File: src/rtl/fft_ram_writer.sv
// Write side of the FFT frame buffer. Takes one N-point FFT output frame
// as a streaming sink, writes bin k as {real,imag} to RAM address k, then
// raises fftdone and holds off new frames until the detector releases the
// buffer with detectdone. Frames that arrive while the detector owns the
// buffer are dropped and counted.
module fft_ram_writer #(
    parameter int N  = 1024,
    parameter int AW = 10,
    parameter int DW = 14
) (
    input  logic            clk,
    input  logic            reset,
    input  logic            sink_valid,
    input  logic            sink_sop,
    input  logic            sink_eop,
    input  logic [DW-1:0]   sink_real,
    input  logic [DW-1:0]   sink_imag,
    output logic            sink_ready,
    output logic            wren,
    output logic [AW-1:0]   wraddr,
    output logic [2*DW-1:0] data,
    output logic            fftdone,
    input  logic            detectdone,
    output logic            frame_err,
    output logic [7:0]      drop_cnt
);

    typedef enum logic [1:0] {IDLE, FILL, DONE} state_t;

    localparam logic [AW-1:0] LAST = AW'(N - 1);

    state_t          state, state_n;
    logic [AW-1:0]   cnt, cnt_n;
    logic            wr_n;
    logic [AW-1:0]   wa_n;
    logic            err_set;
    logic            drop_inc;
    logic            acc;

    // Ready is gated by reset so it drops with the rest of the outputs
    // asynchronously; the buffer is closed to the FFT while it is DONE.
    assign sink_ready = reset && (state != DONE);
    assign acc        = sink_valid && sink_ready;

    // State and bin counter
    always_ff @(posedge clk or negedge reset) begin
        if (!reset) begin
            state <= IDLE;
            cnt   <= '0;
        end else begin
            state <= state_n;
            cnt   <= cnt_n;
        end
    end

    // Frame tracking: decide per beat whether to write, where, and how the
    // frame ends (complete, malformed, or restarted by a fresh sop)
    always_comb begin
        state_n  = state;
        cnt_n    = cnt;
        wr_n     = 1'b0;
        wa_n     = cnt;
        err_set  = 1'b0;
        drop_inc = 1'b0;
        case (state)
            IDLE: begin
                if (acc && sink_sop) begin
                    if (sink_eop) begin
                        // a one-beat frame cannot be a valid N-point frame
                        err_set = 1'b1;
                    end else begin
                        wr_n    = 1'b1;
                        wa_n    = '0;
                        cnt_n   = AW'(1);
                        state_n = FILL;
                    end
                end
            end
            FILL: begin
                if (acc) begin
                    if (sink_sop && sink_eop) begin
                        err_set = 1'b1;
                        cnt_n   = '0;
                        state_n = IDLE;
                    end else if (sink_sop) begin
                        // restart: this beat is bin 0 of a new frame
                        wr_n    = 1'b1;
                        wa_n    = '0;
                        cnt_n   = AW'(1);
                        err_set = 1'b1;
                    end else begin
                        wr_n = 1'b1;
                        wa_n = cnt;
                        if (sink_eop && cnt == LAST) begin
                            cnt_n   = '0;
                            state_n = DONE;
                        end else if (sink_eop || cnt == LAST) begin
                            // early eop, or last bin without eop
                            err_set = 1'b1;
                            cnt_n   = '0;
                            state_n = IDLE;
                        end else begin
                            cnt_n = cnt + AW'(1);
                        end
                    end
                end
            end
            DONE: begin
                if (sink_valid && sink_sop) drop_inc = 1'b1;
                // only release once the detector has actually seen fftdone
                if (fftdone && detectdone) state_n = IDLE;
            end
            default: state_n = IDLE;
        endcase
    end

    // Registered write port: one cycle after the accepting edge
    always_ff @(posedge clk or negedge reset) begin
        if (!reset) begin
            wren   <= 1'b0;
            wraddr <= '0;
            data   <= '0;
        end else begin
            wren <= wr_n;
            if (wr_n) begin
                wraddr <= wa_n;
                data   <= {sink_real, sink_imag};
            end
        end
    end

    // fftdone trails DONE entry by one cycle so the last word is committed
    // before the detector reads; it drops together with the release
    always_ff @(posedge clk or negedge reset) begin
        if (!reset) fftdone <= 1'b0;
        else        fftdone <= (state == DONE) && !(fftdone && detectdone);
    end

    // Sticky error flag and saturating drop counter
    always_ff @(posedge clk or negedge reset) begin
        if (!reset) begin
            frame_err <= 1'b0;
            drop_cnt  <= '0;
        end else begin
            if (err_set) frame_err <= 1'b1;
            if (drop_inc && drop_cnt != 8'hFF) drop_cnt <= drop_cnt + 8'd1;
        end
    end

endmodule

File: config.mk
export PLATFORM = sky130hd
export DESIGN_NAME = fft_ram_writer
export DESIGN_NICKNAME = d
export VERILOG_FILES = /design/src/rtl/fft_ram_writer.sv
export SDC_FILE = /design/constraint.sdc
export NUM_CORES = 1
export LEC_CHECK = 0
export BUFFER_PORTS_ARGS = -buffer_cell sky130_fd_sc_hd__buf_4
export CORE_UTILIZATION = 30
export DETAILED_ROUTE_END_ITERATION = 8
export GPL_TIMING_DRIVEN = 0
export SETUP_SLACK_MARGIN = 0.15
export SLEW_MARGIN = 20
export SYNTH_ARGS = -nofsm -noshare
export SYNTH_HDL_FRONTEND = slang
export SYNTH_SLANG_ARGS = --single-unit
File: constraint.sdc
create_clock -name clk -period 3.47 [get_ports clk]
set_clock_uncertainty 0.05 [all_clocks]
set_input_delay 0.5205 -clock clk [delete_from_list [all_inputs] [get_ports clk]]
set_output_delay 0.5205 -clock clk [all_outputs]
set_load 0.005 [all_outputs]
==> flow_metrics.tcl <==
set metrics [dict create \
    rows 34 \
    rrSetupSlack_ps 1050 \
    grt_pass1_wl_mm 10.7 \
    total_power_uw 1910 \
    start_kind "flop" \
    antenna_found_initial 0 \
    final_net_count 424 \
    multiInputGateArea_um2 1080 \
    dpl_cell_area_um2 3450 \
    netlist_area_um2 2700 \
    tightest_slew_ps 808 \
    run_status "complete, no violations" \
    required_ps 3670 \
    critical_path_buf_inv_count 2 \
    path_class "flop to flop" \
    maxCapViolations 0 \
    cts_resized 0 \
    hpwl_mm 4.47 \
    die-area_um2 9380 \
    synthToLayoutAreaGrowth_pct 35.2 \
    synth_warnings 0 \
    max_clock_freq_ghz 0.413 \
    avgViaCountPerCell 4.65 \
    antenna_cells 0 \
    final_common_cell "nand2_1" \
    period_share_pct 69.8 \
    arrival_ps 2630 \
    ctsHoldBuffers 0 \
    crit_path_cell_trace "and4_1 > and2_1 > nand3_1 > inv_1 > ha_1 > or3b_1 > buf_6 > or3_1 > mux2i_1" \
    clk_pin_slew_worst_paths_ps 60 \
    final_cell_mix "119 x nand2_1, 82 x buf_4, 61 x dfrtp_1" \
    drt-pass1-iter-count 4 \
    port_buffers 82 \
    peakVddDrop_uv 161 \
    min_period_ps 2420 \
    r2r_start "cnt[2]" \
    place_congestion 0.867 \
    ys_ff_latch 61 \
    cts_buffers 9 \
    crit_path_end_kind "flop" \
    slew_violations 0 \
    synth_nets 331 \
    p_leak_uw 0.00192 \
    cts.htree.levels 3 \
    dr.first_iter.drc_count 78 \
    io_pins 84 \
    seqCellArea_um2 1530 \
    initial_core_util_pct 30.9 \
    critical-path-max-stage-delay_ps 460 \
    setup_tns_ps 0 \
    finalSetupViolCount 0 \
    drive_above_1_share_pct 28.3 \
    postRouteAntennaNets 0 \
    cts_setup_buffers 0 \
    setup_ws_ps 1050 \
    p_per_area_nw_per_um2 523 \
    yosysSeqAreaShare_pct 56.6 \
    grt_pass1_vias 2277 \
    max-slew-margin-rel_pct 46.1 \
    crit_family "simple AND/OR/NAND/NOR gates" \
    gr-total-overflow 0 \
    cts_tree "yes" \
    track_usage_pct 14.0 \
    grt_max_degree 67 \
    worstHoldPathType "primary input to asynchronous set/reset pin" \
    die_x_um 96.8 \
    place_ws_ps 855 \
    ys_types 44 \
    die_y_um 96.8 \
    clock_sinks 61 \
    filler_cell_count 865 \
    r2r_end "cnt[5]" \
    clock_path_buffers 2 \
    rsz0062_at_grt "no" \
    vias 2312 \
    drc_errors 0 \
    rr_worst_depth 9 \
    netlist_instances 293 \
    cp_max_fo 8 \
    slowest_stage "dfrtp_1" \
    clock_latency_ps 330 \
    wl_per_cell_um 12.6 \
    wirelength_mm 6.25 \
    hold_viol_final 0 \
    core_area_um2 8720 \
    syn_area_per_cell_um2 9.21 \
    fin_area_um2 3650 \
    clock-root-buffer "clkbuf_8" \
]
-- synthesized netlist by cell type (all sizes together) --
master / instances / share of area, %
nand2: 119 / 17
dfrtp: 61 / 57
nand3: 18 / 3.3
o21ai: 11 / 2.0
buf: 8 / 1.9
a21oi: 7 / 1.3
clkbuf: 6 / 0.83
a31oi: 5 / 1.2
inv: 5 / 0.70
nor2: 5 / 1.1
and2: 4 / 0.93
ha: 4 / 1.9
and3: 3 / 0.70
nand4b: 3 / 0.97
a211oi: 2 / 0.56
a22o: 2 / 0.65
a41oi: 2 / 0.65
mux2: 2 / 0.83
nand2b: 2 / 0.46
nand4: 2 / 0.46
nor2b: 2 / 0.46
nor3: 2 / 0.37
o21a: 2 / 0.56
or2: 2 / 0.46
xor2: 2 / 0.65
a21boi: 1 / 0.28
a21o: 1 / 0.28
a311oi: 1 / 0.32
a41o: 1 / 0.37
and3b: 1 / 0.32
and4: 1 / 0.32
mux2i: 1 / 0.37
nor3b: 1 / 0.28
o211ai: 1 / 0.46
or3: 1 / 0.23
or3b: 1 / 0.32
xnor2: 1 / 0.32
-- cell families after synthesis --
family          count (synthesis)  synth area share [%]
compound gates                 36                  8.63
xor+xnor                        3                 0.974
mux                             3                  1.21
simple gates                  167                  27.3
buf+inv                        19                  3.48
fa+ha+maj                       4                  1.86
flops                          61                  56.6
-- worst max path at each step --
| stage | slack, ps | start | end | cells after the start |
|---|---|---|---|---|
| 6_report | 1050 | cnt[2] | cnt[5] | 9 |
| 3_5_place_dp | 850 | reset | wraddr[6] | 8 |
| 2_1_floorplan | 1280 | cnt[2] | cnt[5] | 9 |
| 5_1_grt | 920 | cnt[2] | cnt[6] | 10 |
| 4_1_cts | 1040 | cnt[2] | cnt[5] | 9 |
| 3_3_place_gp | 890 | reset | wraddr[6] | 8 |
-- where the power goes --
part           switching [µW]  internal (µW)  total (µW)  leakage [µW]
clock network             260            383         643      0.000102
logic                     169            205         374       0.00102
registers                69.8            819         889      0.000798
-- per-layer routing --
metal	global-route usage, %	wire length [µm]	vias up	share of wire, %
met3	4.91	354	2	5.7
met1	17.8	2880	1083	46
met2	22.9	3010	68	48
li1	-	-	1159	-
met5	0	0	-	0
met4	3.44	8	0	0.13
-- state kept, by name, indices dropped and copies added, names as in the netlist --
| register | cells |
|---|---|
| data | 28 |
| wren | 1 |
| fftdone | 1 |
| wraddr | 10 |
| cnt | 10 |
| frame_err | 1 |
| state | 2 |
| drop_cnt | 8 |
-- final cells by class --
cell class                 instances  area share [%]
sequential                        61            41.9
multi-input combinational        213            29.5
clock inverter                     1           0.823
inverter                           5           0.515
clock buffer                      13            4.63
buffer                            14            2.06
tap                              108            3.70
timing repair buffer              82            16.9
-- per-stage QoR --
step	hold WS (ps)	utilization [%]	std cells
2_1_floorplan	175	-	293
4_1_cts	265	41.8	497
3_3_place_gp	403	39.5	483
5_1_grt	303	41.8	497
3_5_place_dp	401	39.5	483
6_report	222	41.8	497
Power figures use the tool's default switching activity.
